$ cat src/rtl/vga_timing_pkg.sv
// Shared timing definitions for the VGA frame reader.
// Holds the 1024x768@60 default parameter set, the derived line/frame
// totals, the read-side FSM state type and a sync-window helper.
package vga_timing_pkg;

  localparam int unsigned DEF_H_ACTIVE = 1024;
  localparam int unsigned DEF_H_FP     = 24;
  localparam int unsigned DEF_H_SYNC   = 136;
  localparam int unsigned DEF_H_BP     = 160;
  localparam int unsigned DEF_V_ACTIVE = 768;
  localparam int unsigned DEF_V_FP     = 3;
  localparam int unsigned DEF_V_SYNC   = 6;
  localparam int unsigned DEF_V_BP     = 29;

  localparam int unsigned DEF_H_TOTAL = DEF_H_ACTIVE + DEF_H_FP + DEF_H_SYNC + DEF_H_BP;
  localparam int unsigned DEF_V_TOTAL = DEF_V_ACTIVE + DEF_V_FP + DEF_V_SYNC + DEF_V_BP;

  typedef enum logic [1:0] {
    ST_IDLE,
    ST_ARMED,
    ST_RUN
  } rd_state_e;

  // True while cnt lies in the sync window [start, start+width).
  function automatic logic in_sync(input int unsigned cnt,
                                   input int unsigned start,
                                   input int unsigned width);
    return (cnt >= start) && (cnt < start + width);
  endfunction

endpackage

$ cat src/rtl/vga_timing_gen.sv
// Raster counters and stage-0 timing strobes.
// Ports:
//   clk, rst   pixel clock, synchronous active-high reset
//   de0        active-video region (combinational from counters)
//   hs0, vs0   inside the h/v sync window (active-high, polarity applied later)
//   frame_end  last pixel of the frame (h=H_TOTAL-1, v=V_TOTAL-1)
//   toggle_pt  first pixel of the first blanking line (h=0, v=V_ACTIVE)
module vga_timing_gen
  import vga_timing_pkg::*;
#(
  parameter int unsigned H_ACTIVE = DEF_H_ACTIVE,
  parameter int unsigned H_FP     = DEF_H_FP,
  parameter int unsigned H_SYNC   = DEF_H_SYNC,
  parameter int unsigned H_BP     = DEF_H_BP,
  parameter int unsigned V_ACTIVE = DEF_V_ACTIVE,
  parameter int unsigned V_FP     = DEF_V_FP,
  parameter int unsigned V_SYNC   = DEF_V_SYNC,
  parameter int unsigned V_BP     = DEF_V_BP
) (
  input  logic clk,
  input  logic rst,
  output logic de0,
  output logic hs0,
  output logic vs0,
  output logic frame_end,
  output logic toggle_pt
);

  localparam int unsigned H_TOTAL = H_ACTIVE + H_FP + H_SYNC + H_BP;
  localparam int unsigned V_TOTAL = V_ACTIVE + V_FP + V_SYNC + V_BP;
  localparam int unsigned HW = $clog2(H_TOTAL);
  localparam int unsigned VW = $clog2(V_TOTAL);

  logic [HW-1:0] h_cnt;
  logic [VW-1:0] v_cnt;
  logic          h_last;
  logic          v_last;

  assign h_last = (h_cnt == HW'(H_TOTAL - 1));
  assign v_last = (v_cnt == VW'(V_TOTAL - 1));

  always_ff @(posedge clk) begin
    if (rst) begin
      h_cnt <= '0;
      v_cnt <= '0;
    end else if (h_last) begin
      h_cnt <= '0;
      v_cnt <= v_last ? '0 : v_cnt + 1'b1;
    end else begin
      h_cnt <= h_cnt + 1'b1;
    end
  end

  always_comb begin
    de0       = (32'(h_cnt) < H_ACTIVE) && (32'(v_cnt) < V_ACTIVE);
    hs0       = in_sync(32'(h_cnt), H_ACTIVE + H_FP, H_SYNC);
    vs0       = in_sync(32'(v_cnt), V_ACTIVE + V_FP, V_SYNC);
    frame_end = h_last && v_last;
    toggle_pt = (h_cnt == '0) && (v_cnt == VW'(V_ACTIVE));
  end

endmodule

$ cat src/rtl/vga_frame_reader.sv
// VGA scan-out front end for the SDRAM arbiter read port.
// Arms on mem_rdy, starts reading at the next frame boundary and pops one
// RGB565 word per active pixel; pulses mem_toggle once per frame so the
// arbiter can swap buffers. Missing FIFO data is shown black and counted.
// Ports:
//   clk_mem_rd, rst      pixel clock, synchronous active-high reset
//   mem_rdy              arbiter initialised (level)
//   mem_rd_rdy           read FIFO non-empty
//   mem_rd_req           pop one word; mem_dout valid next cycle
//   mem_dout[15:0]       read data
//   mem_toggle           one-cycle end-of-frame strobe
//   vga_hs/vga_vs/vga_de registered sync and data enable
//   vga_rgb[15:0]        pixel, black outside active video or on underrun
//   underrun             sticky underrun flag
//   underrun_cnt[15:0]   saturating underrun pixel count
module vga_frame_reader
  import vga_timing_pkg::*;
#(
  parameter int unsigned H_ACTIVE = DEF_H_ACTIVE,
  parameter int unsigned H_FP     = DEF_H_FP,
  parameter int unsigned H_SYNC   = DEF_H_SYNC,
  parameter int unsigned H_BP     = DEF_H_BP,
  parameter int unsigned V_ACTIVE = DEF_V_ACTIVE,
  parameter int unsigned V_FP     = DEF_V_FP,
  parameter int unsigned V_SYNC   = DEF_V_SYNC,
  parameter int unsigned V_BP     = DEF_V_BP,
  parameter bit          SYNC_POL = 1'b0
) (
  input  logic        clk_mem_rd,
  input  logic        rst,
  input  logic        mem_rdy,
  input  logic        mem_rd_rdy,
  output logic        mem_rd_req,
  input  logic [15:0] mem_dout,
  output logic        mem_toggle,
  output logic        vga_hs,
  output logic        vga_vs,
  output logic        vga_de,
  output logic [15:0] vga_rgb,
  output logic        underrun,
  output logic [15:0] underrun_cnt
);

  logic de0, hs0, vs0, frame_end, toggle_pt;
  rd_state_e state, state_nxt;
  logic px_underrun;
  logic req_d;

  vga_timing_gen #(
    .H_ACTIVE (H_ACTIVE),
    .H_FP     (H_FP),
    .H_SYNC   (H_SYNC),
    .H_BP     (H_BP),
    .V_ACTIVE (V_ACTIVE),
    .V_FP     (V_FP),
    .V_SYNC   (V_SYNC),
    .V_BP     (V_BP)
  ) u_timing (
    .clk       (clk_mem_rd),
    .rst       (rst),
    .de0       (de0),
    .hs0       (hs0),
    .vs0       (vs0),
    .frame_end (frame_end),
    .toggle_pt (toggle_pt)
  );

  always_ff @(posedge clk_mem_rd) begin
    if (rst) begin
      state <= ST_IDLE;
    end else begin
      state <= state_nxt;
    end
  end

  // Reads only start on a frame boundary so the pixel stream stays aligned
  // with the buffer the arbiter reloads on mem_toggle.
  always_comb begin
    state_nxt   = state;
    mem_rd_req  = 1'b0;
    px_underrun = 1'b0;
    mem_toggle  = 1'b0;
    case (state)
      ST_IDLE: begin
        if (mem_rdy) state_nxt = ST_ARMED;
      end
      ST_ARMED: begin
        mem_toggle = toggle_pt;
        if (!mem_rdy) state_nxt = ST_IDLE;
        else if (frame_end) state_nxt = ST_RUN;
      end
      ST_RUN: begin
        mem_toggle  = toggle_pt;
        mem_rd_req  = de0 & mem_rd_rdy;
        px_underrun = de0 & ~mem_rd_rdy;
        if (!mem_rdy && frame_end) state_nxt = ST_IDLE;
      end
      default: state_nxt = ST_IDLE;
    endcase
  end

  always_ff @(posedge clk_mem_rd) begin
    if (rst) begin
      vga_hs       <= ~SYNC_POL;
      vga_vs       <= ~SYNC_POL;
      vga_de       <= 1'b0;
      req_d        <= 1'b0;
      underrun     <= 1'b0;
      underrun_cnt <= '0;
    end else begin
      vga_hs <= hs0 ? SYNC_POL : ~SYNC_POL;
      vga_vs <= vs0 ? SYNC_POL : ~SYNC_POL;
      vga_de <= de0;
      req_d  <= mem_rd_req;
      if (px_underrun) begin
        underrun <= 1'b1;
        if (underrun_cnt != '1) underrun_cnt <= underrun_cnt + 1'b1;
      end
    end
  end

  // mem_dout arrives one cycle after the pop, aligned with the registered vga_de.
  assign vga_rgb = req_d ? mem_dout : '0;

endmodule

$ cat config.mk
export PLATFORM = sky130hd
export DESIGN_NAME = vga_frame_reader
export DESIGN_NICKNAME = d
export VERILOG_FILES = /design/src/rtl/vga_timing_pkg.sv /design/src/rtl/vga_timing_gen.sv /design/src/rtl/vga_frame_reader.sv
export SDC_FILE = /design/constraint.sdc
export NUM_CORES = 1
export LEC_CHECK = 0
export CORE_MARGIN = 8
export CORE_UTILIZATION = 45
export CTS_CLUSTER_SIZE = 25
export DETAILED_ROUTE_END_ITERATION = 7
export PLACE_DENSITY = 0.76
export SLEW_MARGIN = 40
export SYNTH_ARGS = -nofsm -noshare
export SYNTH_HDL_FRONTEND = slang
export SYNTH_SLANG_ARGS = --single-unit
$ cat constraint.sdc
create_clock -name clk_mem_rd -period 2.1 [get_ports clk_mem_rd]
set_clock_uncertainty 0.1 [all_clocks]
set_input_delay 0.21 -clock clk_mem_rd [delete_from_list [all_inputs] [get_ports clk_mem_rd]]
set_output_delay 0.21 -clock clk_mem_rd [all_outputs]
set_load 0.02 [all_outputs]
# Word-level counts from Yosys, hierarchy flattened
# Index checks and enable logic that the tools add are counted.
# classes
eq_ne,9
n_reduce_logical,13
addsub,3
muxes,12
order_cmp,6
bitwise_logic,3
# op_table
cell,count
less-than comparator 11 bit (second input constant),2
== test 10 bit (second input constant),2
less-than comparator 10 bit (second input constant),2
adder 16 x 1 -> 16 bit (second input constant),1
two-way mux 16 bit,1
!= test 16 bit (second input constant),1
adder 11 x 1 -> 11 bit (second input constant),1
== test 11 bit (second input constant),1
greater-or-equal comparator 11 bit (second input constant),1
logical NOT 11 bit,1
adder 10 x 1 -> 10 bit (second input constant),1
greater-or-equal comparator 10 bit (second input constant),1
two-way mux 10 bit,1
two-way mux 2 bit,4
logical AND 1 bit,6
one-hot mux 2 bit (3 select lines),1
two-way mux 1 bit,5
!= test 2 bit (second input constant),2
OR reduction 2 bit,2
!= test 3 bit (second input constant),1
AND reduction 3 bit,1
bitwise AND 1 bit,2
== test 2 x 1 -> 1 bit (second input constant),1
== test 2 bit (second input constant),1
4 further kinds,4
# word_totals
regBits,44
input_bits,20

# Logic depth before layout (Yosys ltp)
# depth
ltp_word,5
ltp_mapped,7
mapped_depth_nobuf,6

# By module
# A second synthesis with hierarchy kept.
# hier_totals
cells_unflattened,284
area_unflattened_um2,2442.3
# modules_own_cells
mod,cells_per_inst,instances,area_each_um2
vga_frame_reader,153,1,1332.5
vga_timing_gen,131,1,1109.8

# Worst setup path after synthesis
# Ideal clock, no wire load.
# synth_path
path_kind,flip-flop to flip-flop
from,register u_timing.h_cnt[7]
to,register u_timing.v_cnt[6]
period_less_slack_ns,2.173
stages_incl_launch_ff,6
slack_ns,-0.073
required_ns,1.934
setup_ns,0.066
t_arrival_ns,2.007
path_cell_list,dfxtp_1 buf_6 or4b_4 or3_4 or4_4 a21oi_2
# synth_via
elab_chain_cells,1
# synth_lines
item,line,source
from (decl),vga_timing_gen.sv:34,logic [HW-1:0] h_cnt;
from (signal assigned),vga_timing_gen.sv:50,h_cnt <= h_cnt + 1'b1;
== test 11 bit,vga_timing_gen.sv:39,assign h_last = (h_cnt == HW'(H_TOTAL - 1));
to (signal assigned),vga_timing_gen.sv:48,v_cnt <= v_last ? '0 : v_cnt + 1'b1;
to (decl),vga_timing_gen.sv:35,logic [VW-1:0] v_cnt;
# Every way passes these cells.
# A chain may end at the register's enable or synchronous reset.

# Worst setup path in the final report
# layout_path
from,register u_timing.v_cnt[0]
to,output port mem_toggle
# layout_via
elab_chain_cells,3
# layout_lines
item,line,source
== test 10 bit,vga_timing_gen.sv:59,toggle_pt = (h_cnt == '0) && (v_cnt == VW'(V_ACTIVE));
logical AND 1 bit,vga_timing_gen.sv:59,
two-way mux 1 bit,vga_frame_reader.sv:83,case (state)
to (decl),vga_frame_reader.sv:35,"output logic mem_toggle,"
# Every way passes these cells.

==> qor.csv <==
stage;metric;value;unit
run_status;status;finished, violations left;
run_status;failing checks;negative setup slack;
global_routing;gr ovfl total;0;
cells_and_area;Final #Nets;431;
cells_and_area;synthesis-to-layout area growth;46.6;%
detailed_routing;DR vias;2586;
cells_and_area;Final Cell Area;3610;um^2
timing;Final period util;101;%
floorplan;Core Area;5410;um^2
placement;Area after DPL;3380;um^2
pwr;cell-internal power;1.26;mW
cells_and_area;Antenna Diode Count;0;
logic_synthesis;post-synthesis average cell area;8.20;um^2
global_routing;largest net degree at the start of global routing;33;
flow_run;max cap viols;0;
logic_synthesis;Synth warnings;0;
detailed_routing;Met2 Routed Length;3.52;mm
critical_path;Crit Path Max Fanout;2;
detailed_routing;Antenna Nets Post-Route;0;
floorplan;Starting Density;45.5;%
logic_synthesis;Synth async-reset ratio;0;%
timing;Slew HR;60.0;%
pwr;share of power burned in registers;53.2;%
clocking;clk root buf;clkbuf_8;
cells_and_area;Multi-input gate area;1540;um^2
placement;Placer Congestion;0.886;
logic_synthesis;count leader, synth;dfxtp_1;
detailed_routing;DRT Wirelength;6.91;mm
clocking;clock-pin slew on the worst setup and hold paths;0.08;ns
logic_synthesis;post-synthesis cell count;300;
timing;setup tns final;-0.0488;ns
logic_synthesis;top post-synthesis cells by area;dfxtp_1 (36%), ha_1 (5.1%), a21oi_1 (4.9%), and2_1 (4.3%), nor2_1 (4.3%);
logic_synthesis;Yosys top cell by area;dfxtp_1;
timing;Slew Limit Fails;0;
floorplan;Ports;58;
clocking;Num CTS Buffers;5;
detailed_routing;Highest Signal Layer;met4;
global_routing;GRT Util Overall;16.1;%
pwr;P per Cell Area;441;nW/um^2
placement;placed cell count;458;
timing;Achievable Freq;470;MHz
cells_and_area;register area;885;um^2
timing;final setup fails;2;
pwr;logic gate share of total power;7.3;%
cells_and_area;Layout fillers;460;
placement;port bufs;57;
cells_and_area;share of layout cells above drive strength 1;19.9;%
detailed_routing;Residual DRC;0;
floorplan;full die area;8090;um^2
timing;setup slack after layout;-0.0267;ns
pwr;share of power burned in the clock network;39.5;%
clocking;H-tree Lvls;2;
pwr;P_leak;1.28;nW
logic_synthesis;Synth top cells by count;dfxtp_1 (44), nor2_1 (28), a21oi_1 (24);
clocking;CTS tree;built;
floorplan;chip height;90.0;um
placement;Post-DP HPWL;5.11;mm
logic_synthesis;post-synthesis cell type count;47;
global_routing;vias in the first global route;2480;
logic_synthesis;Mapped Area;2460;um^2
clocking;Num Clock Sinks;44;
pwr;Max VDD drop;333;uV
pwr;sw power;332;uW
detailed_routing;vias per cell;5.46;
floorplan;Die W;90.0;um
critical_path;WS Path Type;flop to primary output;
detailed_routing;Detail Route met3 WL;343;um
detailed_routing;Iteration-0 DRC Markers;103;
critical_path;Worst EP arrival;1.82;ns
logic_synthesis;Syn Nets;330;
worst_hold_path;min-delay worst type;flop to flop;
global_routing;global-route wire length before repair;11.3;mm
logic_synthesis;EDFF count, synth;0;
global_routing;initial antenna violation count;0;
detailed_routing;Pre-Repair DR Iteration Count;4;
critical_path;Critical Path End Type;primary output;
logic_synthesis;sequential share of the synthesized area;35.8;%
clocking;worst skew pair latency;0.29;ns
timing;RSZ-0062 raised after global routing;true;
logic_synthesis;ys flop type;dfxtp_1;
critical_path;CP required;1.79;ns
detailed_routing;wire length on met1;2.98;mm
detailed_routing;routed length per instance;14.6;um
logic_synthesis;#FFs+latches synth;44;
timing;Hold Vio Cnt, Final;0;
timing;Period minus WS final;2.13;ns
floorplan;# rows;27;
cells_and_area;final cell count without fillers;474;
cells_and_area;final core utilization;66.8;%
logic_synthesis;Synth top area share;35.8;%
pwr;switch share;20.9;%
timing;worst-margin pin slew;0.594;ns
clocking;CTS max path bufs;2;
critical_path;Worst setup SP type;flop;
[state kept, by name, indices dropped and copies added, names as in the netlist]
name / count
vga_de: 1
u_timing.v_cnt: 10
underrun: 1
state: 2
u_timing.h_cnt: 11
req_d: 1
underrun_cnt: 16
vga_hs: 1
vga_vs: 1
[metrics by stage]
| step | power, mW | hold WS [ns] | worst slack [ns] |
|---|---|---|---|
| final | 1.59 | 0.355 | -0.0267 |
| after global placement | 0.973 | 0.336 | -0.300 |
| after global routing | 1.66 | 0.385 | -0.111 |
| after floorplan | 0.913 | 0.323 | 0.0111 |
| after CTS | 1.61 | 0.357 | 0.0117 |
| after detailed placement | 0.979 | 0.344 | -0.339 |
[metal layers]
layer / track usage, % / vias up
li1: - / 1302
met1: 18.2 / 1206
met2: 29.5 / 70
met3: 3.74 / 8
met4: 4.30 / 0
met5: 0 / -
[power groups by stage]
stage          logic (mW)  clock network (mW)  registers, mW
2_1_floorplan      0.0438                   0          0.869
3_3_place_gp        0.107                   0          0.866
3_5_place_dp        0.113                   0          0.867
4_1_cts             0.114               0.649          0.847
5_1_grt             0.126               0.685          0.848
6_report            0.117               0.628          0.847
[kinds of logic (layout without fill, tap and decap cells)]
family / after synthesis / in the layout / share of synthesized area (%)
xor gates and xnor gates: 12 / 12 / 4.27
and+or+nand+nor: 153 / 153 / 35.6
buffers and inverters: 21 / 123 / 3.56
muxes: 3 / 3 / 1.37
adders and majority gates: 10 / 10 / 5.08
AOI/OAI and AO/OA: 57 / 57 / 14.3
DFF: 44 / 44 / 35.8
[area by class of cell]
cell class | instances | share of cell area, %
timing repair buffer | 105 | 26.2
tap | 72 | 2.50
clock inverter | 2 | 0.971
inverter | 10 | 1.04
sequential | 44 | 24.5
multi-input combinational | 235 | 42.7
clock buffer | 6 | 2.01
[placed cells by master (no fill, tap or decap), types with 5 or more instances in the layout]
cell              n
a21oi_1          24
and2_1           17
buf_4            46
clkbuf_8          5
clkdlybuf4s50_1  55
dfxtp_1          41
ha_1              9
inv_1             8
nand2_1          21
nand3_1          13
nand4_1           9
nor2_1           28
nor2b_1           6
nor3_1            6
nor4_1           10
o21ai_0          13
o31ai_1           7
or3_1            11
or4_1             6
xnor2_1          10
[worst max-delay path, cell delays in order, from the launching register on]
cell and delay [ns]:
dfxtp_2 0.34, inv_2 0.07, ha_4 0.13, or4b_4 0.47, nor4_4 0.16, and4_1 0.24
buf_6 0.12
[path summary, 6_finish.rpt]
kind	end	cells after the start	startpoint	slack [ns]
setup / recovery	mem_toggle	6	u_timing.v_cnt[0]	-0.03
hold / removal	underrun	2	underrun	0.35
setup reg to reg	u_timing.v_cnt[4]	7	u_timing.h_cnt[10]	-0.02
hold reg to reg	underrun	2	underrun	0.35
[repair_timing]
| item | in CTS | in global routing |
|---|---|---|
| endpoints found under the setup margin | 4 | 15 |
| pin swaps | 2 | 3 |
| gates cloned | 0 | 0 |
| resized for setup | 16 | 6 |
| hold buffers | 0 | 0 |
| buffers inserted | 3 | 5 |
No activity file was read; power rests on OpenSTA's default activity.
